===== config.mk =====
export PLATFORM = sky130hd
export DESIGN_NAME = fc_neuron_scheduler
export DESIGN_NICKNAME = d
export VERILOG_FILES = /design/src/rtl/fc_neuron_scheduler.sv
export SDC_FILE = /design/constraint.sdc
export NUM_CORES = 1
export LEC_CHECK = 0
export ABC_AREA = 1
export CAP_MARGIN = 10
export CORE_ASPECT_RATIO = 0.8
export CORE_MARGIN = 2
export CORE_UTILIZATION = 40
export CTS_BUF_LIST = sky130_fd_sc_hd__clkbuf_8
export CTS_CLUSTER_DIAMETER = 120
export DETAILED_ROUTE_END_ITERATION = 7
export PLACE_DENSITY = 0.54
export SYNTH_ARGS = -nofsm -noshare
export SYNTH_HDL_FRONTEND = slang
export SYNTH_SLANG_ARGS = --single-unit

===== constraint.sdc =====
create_clock -name clk -period 5.7 [get_ports clk]
set_clock_uncertainty 0.15 [all_clocks]
set_input_delay 1.14 -clock clk [delete_from_list [all_inputs] [get_ports clk]]
set_output_delay 1.14 -clock clk [all_outputs]
set_load 0.01 [all_outputs]

===== src/rtl/fc_neuron_scheduler.sv =====
// Fully-connected neuron scheduler: buffers one input vector, then streams it
// against external weight memory one MAC per cycle, emitting ReLU'd results per neuron.
module fc_neuron_scheduler #(
    parameter int WIDTH = 8,
    parameter int IN    = 128,
    parameter int OUT   = 10,
    localparam int ACC_W = WIDTH * 2 + $clog2(IN),
    localparam int WA_W  = $clog2(IN * OUT)
) (
    input  logic                    clk,
    input  logic                    rst,
    input  logic                    in_valid,
    output logic                    in_ready,
    input  logic [WIDTH-1:0]        in_data,
    output logic [WA_W-1:0]         w_addr,
    input  logic [WIDTH-1:0]        w_data,
    output logic                    out_valid,
    input  logic                    out_ready,
    output logic [ACC_W-1:0]        out_data,
    output logic [$clog2(OUT)-1:0]  out_idx,
    output logic                    busy,
    output logic                    done
);

    localparam int KW = (IN > 1) ? $clog2(IN) : 1;
    localparam int IW = $clog2(OUT);

    typedef enum logic [1:0] {
        LOAD,
        COMPUTE,
        FLUSH,
        EMIT
    } state_t;

    state_t state, state_next;

    logic [WIDTH-1:0]        buffer [IN];
    logic [KW-1:0]           cnt;
    logic [KW-1:0]           k;
    logic [IW-1:0]           n;
    logic signed [ACC_W-1:0] acc;
    logic [WIDTH-1:0]        data_q;
    logic                    mac_en;

    logic                    last_k;
    logic                    last_cnt;
    logic                    last_n;
    logic [WA_W-1:0]         addr;
    logic signed [2*WIDTH-1:0] prod;
    logic signed [ACC_W-1:0]   prod_ext;

    assign last_k   = (k == KW'(IN - 1));
    assign last_cnt = (cnt == KW'(IN - 1));
    assign last_n   = (n == IW'(OUT - 1));
    assign addr     = WA_W'(n) * WA_W'(IN) + WA_W'(k);
    assign prod     = $signed(data_q) * $signed(w_data);
    assign prod_ext = ACC_W'(prod);

    always_ff @(posedge clk) begin
        if (rst) state <= LOAD;
        else     state <= state_next;
    end

    always_comb begin
        state_next = state;
        in_ready   = 1'b0;
        out_valid  = 1'b0;
        w_addr     = '0;
        out_data   = '0;
        out_idx    = '0;
        done       = 1'b0;
        busy       = !((state == LOAD) && (cnt == '0));
        case (state)
            LOAD: begin
                in_ready = 1'b1;
                if (in_valid && last_cnt) state_next = COMPUTE;
            end
            COMPUTE: begin
                w_addr = addr;
                if (last_k) state_next = FLUSH;
            end
            FLUSH: state_next = EMIT;
            EMIT: begin
                out_valid = 1'b1;
                out_data  = acc[ACC_W-1] ? '0 : acc;
                out_idx   = n;
                if (out_ready) begin
                    if (last_n) begin
                        done       = 1'b1;
                        state_next = LOAD;
                    end else begin
                        state_next = COMPUTE;
                    end
                end
            end
            default: state_next = LOAD;
        endcase
    end

    // Buffer is not reset; cnt restarting at 0 guarantees a partial vector is overwritten.
    always_ff @(posedge clk) begin
        if (!rst && state == LOAD && in_valid)
            buffer[cnt] <= in_data;
    end

    // w_data arrives one cycle after its address, so the MAC lags COMPUTE by one cycle
    // and the last product lands during FLUSH.
    always_ff @(posedge clk) begin
        if (rst) begin
            cnt    <= '0;
            k      <= '0;
            n      <= '0;
            acc    <= '0;
            data_q <= '0;
            mac_en <= 1'b0;
        end else begin
            mac_en <= (state == COMPUTE);
            if (mac_en) acc <= acc + prod_ext;
            case (state)
                LOAD: begin
                    if (in_valid) begin
                        if (last_cnt) begin
                            cnt <= '0;
                            n   <= '0;
                            k   <= '0;
                            acc <= '0;
                        end else begin
                            cnt <= cnt + 1'b1;
                        end
                    end
                end
                COMPUTE: begin
                    data_q <= buffer[k];
                    k      <= last_k ? '0 : k + 1'b1;
                end
                EMIT: begin
                    if (out_ready && !last_n) begin
                        n   <= n + 1'b1;
                        acc <= '0;
                        k   <= '0;
                    end
                end
                default: ;
            endcase
        end
    end

endmodule


; After elaboration in Yosys (flattened, before gate mapping)
; Memory sizes are Yosys's and may differ from the RTL's. A register that Yosys moved wholly into a read port is not among the register bits.
; Cells that the tools add are included.
[op_classes]
n_addsub = 5
mul = 1
eq_ne = 12
n_mux = 31
n_reduce_logical = 16
[op_table]
columns = operator, count
row1 = 23-bit two-way mux, 4
row2 = 23-bit one-hot mux with 2 select lines, 1
row3 = 22-bit two-way mux, 2
row4 = 7-bit two-way mux, 5
row5 = 23-bit by 16-bit adder with 23-bit output, 1
row6 = 7-bit one-hot mux with 3 select lines, 1
row7 = 8-bit by 8-bit multiplier with 16-bit output, 1
row8 = 4-bit two-way mux, 4
row9 = 7-bit by 1-bit adder with 7-bit output (second input constant), 2
row10 = 7-bit equality test (second input constant), 2
row11 = 2-bit != test (second input constant), 6
row12 = 11-bit by 7-bit adder with 11-bit output, 1
row13 = 11-bit two-way mux, 1
row14 = 1-bit two-way mux, 8
row15 = 2-bit one-hot mux with 4 select lines, 1
row16 = 4-bit one-hot mux with 2 select lines, 1
row17 = 4-bit AND reduction, 2
row18 = 7-bit zero test, 1
row19 = 2-bit two-way mux, 3
row20 = 1-bit logical AND, 5
row21 = 4-bit by 1-bit adder with 4-bit output (second input constant), 1
row22 = 2-bit equality test (second input constant), 2
row23 = 4-bit equality test (second input constant), 1
row24 = 1-bit zero test, 3
row25 = 6 further kinds, 6
[word_totals]
reg_bits = 44
ram_bits = 1024
input_bits = 20
out_inout_bits = 42
wordCells = 72
mem_count = 1
[memory_table]
columns = name, words, width, rd, rd_clocked_by_memory_dff, wr, line
row1 = buffer, 128, 8, 1, 1, 1, 37  ; logic [WIDTH-1:0] buffer [IN];

; Depth between registers and ports, before layout
[depth]
ltp_word = 6
ltp_mapped = 25
depth_no_buf = 24

; Least setup slack after synthesis
; No wires, ideal clock.
[synth_timing]
path_type = in2reg
start = input port w_data[0]
end = register acc[17]
setup_ns = 0.109
arrival_ns = 5.757
required_time_ns = 5.441
slack_ns = -0.316
cell_stages = 19
n_path_buf = 1
cell_sequence = clkbuf_1 -> nand2_1 -> inv_1 -> fa_1 -> fa_1 -> fa_1 -> fa_1 -> ha_1 -> ha_1 -> a21oi_1 -> a21boi_0 -> inv_1 -> nand2_1 -> nand2_1 -> a21oi_1 -> xor2_1 -> nand2_1 -> nand2_1 -> inv_1
[synth_between]
elab_chain_cells = 6
word_cells_on_any_way = 7
classes_between = add/sub (1) / mul (1) / mux (5)
[synth_rtl]
columns = item, line
row1 = start: declaration, 16  ; input logic [WIDTH-1:0] w_data,
row2 = 8-bit by 8-bit multiplier with 16-bit output (*), 56  ; assign prod = $signed(data_q) * $signed(w_data);
row3 = 23-bit by 16-bit adder with 23-bit output (*), 118  ; if (mac_en) acc <= acc + prod_ext;
row4 = 23-bit two-way mux (*), 118
row5 = 23-bit two-way mux, 122  ; if (last_cnt) begin
row6 = 23-bit two-way mux, 121  ; if (in_valid) begin
row7 = 23-bit one-hot mux with 2 select lines (*), 119  ; case (state)
row8 = end signal: assignment, 118
row9 = end: declaration, 41  ; logic signed [ACC_W-1:0] acc;
; Mark *: on every way between the ends. The rest lies on a longest branch, timed or not.
; A chain may end at the register's enable or synchronous reset.

; Final worst setup path
[layout_timing]
start = input port w_data[3]
end = register acc[22]
; The elaborated chain is that of the path after synthesis.

==> impl_metrics.toml <==
[outcome]
status = "finished clean"

[yosys]
synth_ff_type = "edfxtp_1"
yosysUniqueCellTypes = 41
ys_ff_latch = 1076
netlist_instances = 4616
syn_nets = 4796
synth_edf_count = 1024
synth_area_mm2 = 0.04898
yosysSeqAreaShare_pct = 64.90
async_flop_share_pct = 0
ys.warnings.count = 0
avgSynthCellArea_um2 = 10.61

[place]
routabilityCongestion = 0.8514
dpl_cell_area_mm2 = 0.05177
dp_hpwl_mm = 81.30
portBuffers = 60
preCtsSetupSlack_ns = -0.6480

[sta]
setup_viol = 0
worst_slew_pin_slew_ns = 1.153
hold_viol = 0
setup_ws_ns = 0.3653
period_share_pct = 93.59
holdWs_ns = 0.3352
tns_ns = 0
max_freq_mhz = 187.5
rsz0062_at_grt = "no"
final-max-slew-violation-count = 0
post-route-min-period_ns = 5.335
maxSlewHeadroom_pct = 23.12

[clock_tree]
clock-sinks = 1076
postCtsSetupBuffers = 0
htree_levels = 4
clk_latency_ns = 0.87
clk_path_buf_depth = 3
cts_root_buf = "clkbuf_8"
cts_tree = "done"
ctsHoldBuffers = 0
cts_buffers = 171
cts.clk_slew.worst_paths_ns = 0.06

[critical_path]
startpoint_type = "primary input"
rr_worst_depth = 20
path_class = "primary input to register"
crit_arrival_ns = 5.94
reg2reg_slack_ns = 0.70
worst-path-max-fanout = 7
critPathLaunch = "w_data[3]"
r2r_end = "acc[22]$_SDFF_PP0_"
endpoint = "acc[22]$_SDFF_PP0_"
r2r_start = "data_q[7]$_SDFFE_PP0P_"
cp-end-kind = "register"
cp.required_ns = 6.30

[global_route]
grt_usage_pct = 21.73
met1_usage_pct = 32.71
grt_pass1_vias = 31730
grt_pass1_wl_mm = 204.4
gr-max-usage-layer = "met1"
antenna_found_initial = 4
use_met3_pct = 3.797
met2_usage_pct = 32.40
grt_max_degree = 178
grt.overflow.total = 0

[cells_and_area]
n_fill_cell = 11330
layout.nets = 4940
drive_gt1_share_pct = 8.665
multi_input_area_mm2 = 0.01470
area_growth_pct = 11.78
final_cell_area_mm2 = 0.05475
final_common_cell = "nand2_1"
layout_common_cells = "1421 x nand2_1, 1024 x edfxtp_1, 504 x nand3_1"
seqCellArea_mm2 = 0.03180

[power_and_ir_drop]
p_leak_nw = 21.42
ir_drop_mv = 0.3995
power_density_mw_per_mm2 = 431.5

[route]
postRouteAntennaNets = 0
routed_wl_mm = 136.1
vias_per_cell = 5.115
detail_route.first_pass.iterations = 6
drt-initial-drc-count = 3148
vias = 33350
post-route-drc-count = 0
wl_per_cell_um = 20.87

[floorplanning]
die_y_um = 317.0
die_area_mm2 = 0.1253
floorplan.initialDensity_pct = 40.45
fp-row-count = 114
pin_count = 62
die_w_um = 395.2
core_area_mm2 = 0.1211

[hold_path]
hold_class = "register to register"

[flow_run]
maxCapViolations = 0
## per-stage QoR
| step | util [%] | cells | power (mW) |
|---|---|---|---|
| floorplan | - | 4616 | 14.63 |
| global placement | 42.75 | 6211 | 17.76 |
| detailed placement | 42.75 | 6211 | 17.79 |
| CTS | 45.21 | 6517 | 23.76 |
| global route | 45.21 | 6519 | 25.11 |
| finish | 45.21 | 6519 | 23.62 |
## logic make-up after synthesis
logic type | synth area share (%)
simple gates | 20.19
fa+ha+maj | 5.620
other cells | 0.007656
xor+xnor | 0.2503
flops | 64.90
buf+inv | 5.178
compound gates | 3.852
## registers in the layout, summed over array words and instances, names as in the netlist
| name | flops |
|---|---|
| buffer | 1024 |
| acc | 23 |
| data_q | 8 |
| cnt | 7 |
| k | 7 |
| n | 4 |
| state | 2 |
| mac_en | 1 |
## layer usage
metal / share of wire (%) / vias up
met3: 7.6 / 167
met1: 47 / 16250
met4: 1.7 / 0
met2: 44 / 1162
li1: - / 15760
met5: 0 / -
## cell usage after synthesis, types with 2 or more instances
cell type,number,area share [%]
a211oi_1,6,0.092
o21ai_1,13,0.13
nor3_1,15,0.15
nand4_1,12,0.15
nand2_2,3,0.038
xor2_1,9,0.16
buf_6,7,0.16
or2_2,11,0.14
clkinv_1,5,0.038
a21oi_1,114,1.2
dfxtp_1,52,2.1
buf_4,21,0.32
a21boi_0,3,0.046
o21bai_1,4,0.061
o21ai_0,149,1.5
clkbuf_1,67,0.51
ha_1,60,1.5
o31ai_1,2,0.031
fa_1,100,4.1
o211ai_1,32,0.49
buf_1,22,0.17
edfxtp_1,1024,63
nand2_1,1422,11
o211ai_2,7,0.18
o21ai_2,4,0.072
nand3_1,504,5.1
inv_2,15,0.11
buf_2,129,1.3
nor2_1,465,3.6
xnor2_1,5,0.089
inv_1,324,2.5
## where the power goes
group          leakage, nW  internal [mW]  switching, mW  total (mW)
clock network         1.77           2.84           3.11        5.96
registers             9.63           8.73          0.211        8.94
logic                 10.0           2.88           5.84        8.73
total                 21.4           14.5           9.17        23.6
## cell type report
class,count,share of cell area (%)
well taps,1624,3.711
flip-flops and latches,1076,58.08
clock buffers,174,4.374
inverters,345,2.409
clock inverters,132,1.067
repair buffers,218,3.508
multi-input cells,2948,26.84
diodes,2,0.009141
## what timing repair did
item,CTS,global route
resized for setup,0,1
endpoints found under the setup margin,0,2
hold endpoints to repair,0,0
## how the worst min path moves through the flow
stage / from / slack [ns] / cells after the start / to
floorplan: acc[5]$_SDFF_PP0_ / 0.31 / 2 / acc[5]$_SDFF_PP0_
global placement: acc[5]$_SDFF_PP0_ / 0.32 / 2 / acc[5]$_SDFF_PP0_
detailed placement: acc[5]$_SDFF_PP0_ / 0.32 / 2 / acc[5]$_SDFF_PP0_
CTS: acc[5]$_SDFF_PP0_ / 0.34 / 2 / acc[5]$_SDFF_PP0_
global route: acc[5]$_SDFF_PP0_ / 0.36 / 2 / acc[5]$_SDFF_PP0_
finish: acc[5]$_SDFF_PP0_ / 0.34 / 2 / acc[5]$_SDFF_PP0_
## worst max-delay path, cell delays in order
cell and delay (ns):
clkdlybuf4s50_1 0.68, nand2_1 0.17, fa_1 0.56, fa_1 0.59, inv_1 0.10, buf_12 0.15, fa_1 0.49, fa_1 0.42
ha_1 0.29, ha_1 0.34, a21oi_1 0.22, o31ai_1 0.11, a21oi_1 0.13, nand2_1 0.07, nor2_1 0.16, inv_1 0.06
nand2_1 0.06, nand3_1 0.07, nand2_1 0.09, inv_1 0.03
Power figures use the tool's default switching activity.
